[config.mk]
export PLATFORM = sky130hd
export DESIGN_NAME = addsub_pipe
export DESIGN_NICKNAME = d
export VERILOG_FILES = /design/src/rtl/addsub_pipe.sv
export SDC_FILE = /design/constraint.sdc
export NUM_CORES = 1
export LEC_CHECK = 0
export ABC_AREA = 1
export CORE_UTILIZATION = 46
export CTS_CLUSTER_SIZE = 20
export DETAILED_ROUTE_END_ITERATION = 12
export PLACE_DENSITY = 0.73
export SKIP_CTS_REPAIR_TIMING = 1
export SYNTH_ARGS = -nofsm -noshare
export SYNTH_HDL_FRONTEND = slang
export SYNTH_SLANG_ARGS = --single-unit
[constraint.sdc]
create_clock -name clk -period 2.31 [get_ports clk]
set_input_delay 0.462 -clock clk [delete_from_list [all_inputs] [get_ports clk]]
set_output_delay 0.462 -clock clk [all_outputs]
set_load 0.02 [all_outputs]
[src/rtl/addsub_pipe.sv]
// Two-stage pipelined add/subtract unit with valid/ready handshake on both sides.
// S1 registers the operands, S2 registers sum/diff/flag; done_cnt counts consumed results.
module addsub_pipe #(
    parameter int WIDTH  = 4,
    parameter int SIGNED = 0,
    parameter int CNT_W  = 8
) (
    input  logic             clk,
    input  logic             rst_n,
    input  logic             in_valid,
    output logic             in_ready,
    input  logic [WIDTH-1:0] a,
    input  logic [WIDTH-1:0] b,
    output logic             out_valid,
    input  logic             out_ready,
    output logic [WIDTH:0]   sum,
    output logic [WIDTH-1:0] diff,
    output logic             diff_ovf,
    output logic [CNT_W-1:0] done_cnt
);

    logic             s1_valid;
    logic [WIDTH-1:0] s1_a;
    logic [WIDTH-1:0] s1_b;
    logic             s2_valid;
    logic             s1_adv;
    logic             s2_adv;

    logic [WIDTH:0]   a_ext;
    logic [WIDTH:0]   b_ext;
    logic [WIDTH:0]   sum_c;
    logic [WIDTH:0]   diff_full;
    logic [WIDTH-1:0] diff_c;
    logic             ovf_c;

    // Ready chain depends only on state and out_ready, never on in_valid.
    assign s2_adv    = !s2_valid || out_ready;
    assign s1_adv    = !s1_valid || s2_adv;
    assign in_ready  = s1_adv;
    assign out_valid = s2_valid;

    always_comb begin
        a_ext     = {((SIGNED != 0) & s1_a[WIDTH-1]), s1_a};
        b_ext     = {((SIGNED != 0) & s1_b[WIDTH-1]), s1_b};
        sum_c     = a_ext + b_ext;
        diff_full = {1'b0, s1_a} - {1'b0, s1_b};
        diff_c    = diff_full[WIDTH-1:0];
        if (SIGNED != 0) begin
            ovf_c = (s1_a[WIDTH-1] != s1_b[WIDTH-1]) && (diff_c[WIDTH-1] != s1_a[WIDTH-1]);
        end else begin
            // The extra bit of the zero-extended subtraction is the borrow.
            ovf_c = diff_full[WIDTH];
        end
    end

    always_ff @(posedge clk) begin
        if (!rst_n) begin
            s1_valid <= 1'b0;
            s1_a     <= '0;
            s1_b     <= '0;
        end else if (s1_adv) begin
            s1_valid <= in_valid;
            if (in_valid) begin
                s1_a <= a;
                s1_b <= b;
            end
        end
    end

    // S2 only loads when it may advance, so outputs hold while stalled.
    always_ff @(posedge clk) begin
        if (!rst_n) begin
            s2_valid <= 1'b0;
            sum      <= '0;
            diff     <= '0;
            diff_ovf <= 1'b0;
        end else if (s2_adv) begin
            s2_valid <= s1_valid;
            if (s1_valid) begin
                sum      <= sum_c;
                diff     <= diff_c;
                diff_ovf <= ovf_c;
            end
        end
    end

    always_ff @(posedge clk) begin
        if (!rst_n) begin
            done_cnt <= '0;
        end else if (s2_valid && out_ready) begin
            done_cnt <= done_cnt + CNT_W'(1);
        end
    end

endmodule

==> results.ini <==
[sta]
tns_ns = 0
fin_ws_ns = 0.07611
maxSlewHeadroom = 0.7121
hold_viol_final = 0
rsz0062_at_grt = no
tightest_slew_ns = 0.4305
setup_violations = 0
finClkSkew_ns = 0.001297
fmax_mhz = 447.7
fin_crit_ns = 2.234
slew_viol_final = 0
fin_crit_sh = 0.9671

[die]
die_y_um = 56.33
io_pins = 32
start_util = 0.4881
dieArea_um2 = 3173
core_area_um2 = 2781
dieWidth_um = 56.33
rows = 19

[power_and_ir_drop]
p_leak_nw = 0.7718
irDropWorstVdd_v = 0.0004190
p_per_area_nw_per_um2 = 536.8

[detailed_routing]
drc = 0
viasPerCell = 5.004
postRouteWirelength_mm = 2.696
drtPass1Iterations = 4
vias = 1201
antenna_left = 0
wl_per_cell_um = 11.23
drt_iter0_markers = 34

[cells_and_area]
stdcell_count = 240
final_area_um2 = 1698
areaGrowthSynthToFinish_pct = 25.07
fillers = 266
multi_input_comb_area_um2 = 671.9
layout-drive-gt1-share = 0.07177
layout.nets = 233
regArea_um2 = 540.5
diodes = 0
final_core_util = 0.6104

[grt]
globalRouteTotalUtil = 0.1883
grt_max_degree = 16
antenna_found_initial = 0
grt_overflow = 0
grt_pass1_vias = 1087
grt_pass1_wl_mm = 4.719

[yosys]
syn-cell-area_um2 = 1358
syn_avg_cell_area_um2 = 7.584
synth_top_family_by_area = simple AND/OR/NAND/NOR gates
synth-adder-area-share = 0.1124
syn_inst = 179
synth_warnings = 0
ys_types = 27
seq_area_frac_synth = 0.3982
muxShareOfSynthArea = 0
synth-simple-area-share = 0.2396
synth_compound_area_frac = 0.1364
syn_nets = 202
synth_xor_area_frac = 0.006452
ys_ff_latch = 27

[clocking]
cts_tree = built
cts-htree-levels = 1
clock_latency_ns = 0.32
cts_sinks = 27
cts-root-buf = clkbuf_4
clkTransAtPathRegs_ns = 0.14
cts_buffers = 3
cts.path.max_buffers = 2

[critical_path]
rr_startpoint = s1_a[0]
crit_path_frequent_cell = clkdlybuf4s50_1
startpoint_type = input port
crit_arrival_ns = 1.77
critPathTopFamily = buffers and inverters
path_class = input port to output port
cp_slowest_cell = clkdlybuf4s50_1
reg2regPathDepth = 9
reg2reg_slack_ns = 0.82
end_kind = output port
r2r-end = diff_ovf
crit_chain = clkdlybuf4s50_1, inv_1, nand3_2, clkdlybuf4s50_1
max_stage_delay_ns = 0.61
path_buf_inv = 3
crit_cells = 4
worstPathMaxFanout = 4
cp.required_ns = 1.85

[status]
status = finished, final reports clean

[hold_path]
min_from = sum[1]
hold_path_depth = 2
hp-class = flip-flop to flip-flop
min_to = sum[1]

[flow_run]
max_cap_viol_count = 0

[placement]
io_buffers = 31
dp.cells = 236
hpwl_mm = 2.152
finalWeightedCongestion = 0.8996
dpl_cell_area_um2 = 1670
pre_cts_slack_ns = 0.06836

==> routing by layer <==
metal  vias up  routed length [um]  track usage
li1        626                   -            -
met3         4                 105      0.02074
met1       545                1235       0.2409
met5         -                   0            0
met4         0                  32      0.08362
met2        26                1323       0.3197
==> cells in the mapped netlist (all sizes together) <==
cell type	n	area share
a21oi	17	0.065
buf	4	0.026
clkbuf	2	0.0064
dfxtp	27	0.40
fa	2	0.029
ha	9	0.083
inv	27	0.075
nand2	29	0.089
nand3	9	0.037
nand4	3	0.014
nor2	29	0.084
nor3	2	0.016
o21ai	17	0.065
o21bai	1	0.0055
xor2	1	0.0065
==> flip-flops by register name (all words and copies together), names as in the netlist <==
| register | flops |
|---|---|
| out_valid | 1 |
| diff | 3 |
| s1_a | 4 |
| s1_b | 4 |
| sum | 5 |
| diff_ovf | 1 |
| s1_valid | 1 |
| done_cnt | 8 |
==> worst max-delay path by stage <==
| stage | startpoint | end | slack (ns) |
|---|---|---|---|
| 2_1_floorplan | s1_a[0] | diff[1] | 1.0 |
| 3_3_place_gp | out_ready | in_ready | 0.09 |
| 3_5_place_dp | out_ready | in_ready | 0.07 |
| 4_1_cts | out_ready | in_ready | 0.07 |
| 5_1_grt | out_ready | in_ready | 0.02 |
| 6_report | out_ready | in_ready | 0.08 |
==> placed cells by master, fill, tap and decap left out <==
master	instances
fa_1	2
nor3_4	1
o21bai_1	1
clkbuf_4	3
a21oi_2	1
nand3_1	8
nand4_1	3
nor3_1	1
dfxtp_1	27
buf_4	1
nor2_1	27
o21ai_2	1
a21oi_1	16
clkinv_2	1
nor2_2	2
nand3_2	1
inv_1	26
ha_1	9
nand2_2	2
inv_2	1
o21ai_1	2
xor2_1	1
nand2_4	1
o21ai_0	14
nand2_1	26
clkdlybuf4s50_1	31
==> cells by family after synthesis <==
| group | Yosys count |
|---|---|
| AOI/OAI and AO/OA | 35 |
| xor gates and xnor gates | 1 |
| adders and majority gates | 11 |
| buffers and inverters | 33 |
| DFF | 27 |
| and+or+nand+nor | 72 |
==> through the flow <==
step	hold WS, ns	total power [W]
2_1_floorplan	0.4510	0.0006455
3_3_place_gp	0.4670	0.0007106
3_5_place_dp	0.4791	0.0007191
4_1_cts	0.5014	0.0009260
5_1_grt	0.5236	0.0009665
6_report	0.4977	0.0009114
==> worst reg2reg max path, stage by stage (launching register included) <==
cell and delay, ns:
dfxtp_1 0.34, inv_1 0.08, ha_1 0.15, inv_1 0.07
fa_1 0.39, nand2_1 0.08, inv_1 0.05, nor2_1 0.08
o21bai_1 0.08, a21oi_1 0.12
==> where the power goes <==
part / switching [W] / internal (W) / total (W)
logic: 0.000105 / 0.0000883 / 0.000194
registers: 0.0000212 / 0.000492 / 0.000513
clock network: 0.000140 / 0.0000649 / 0.000205
total: 0.000266 / 0.000645 / 0.000911
==> area by class of cell <==
class	count	area share
Sequential cell	27	0.3183
Inverter	27	0.05969
Clock buffer	3	0.01326
Clock inverter	1	0.002948
Multi-Input combinational cell	119	0.3957
Timing Repair Buffer	32	0.1872
Tap cell	31	0.02284
Note: power is estimated with default switching activity, not from simulation.
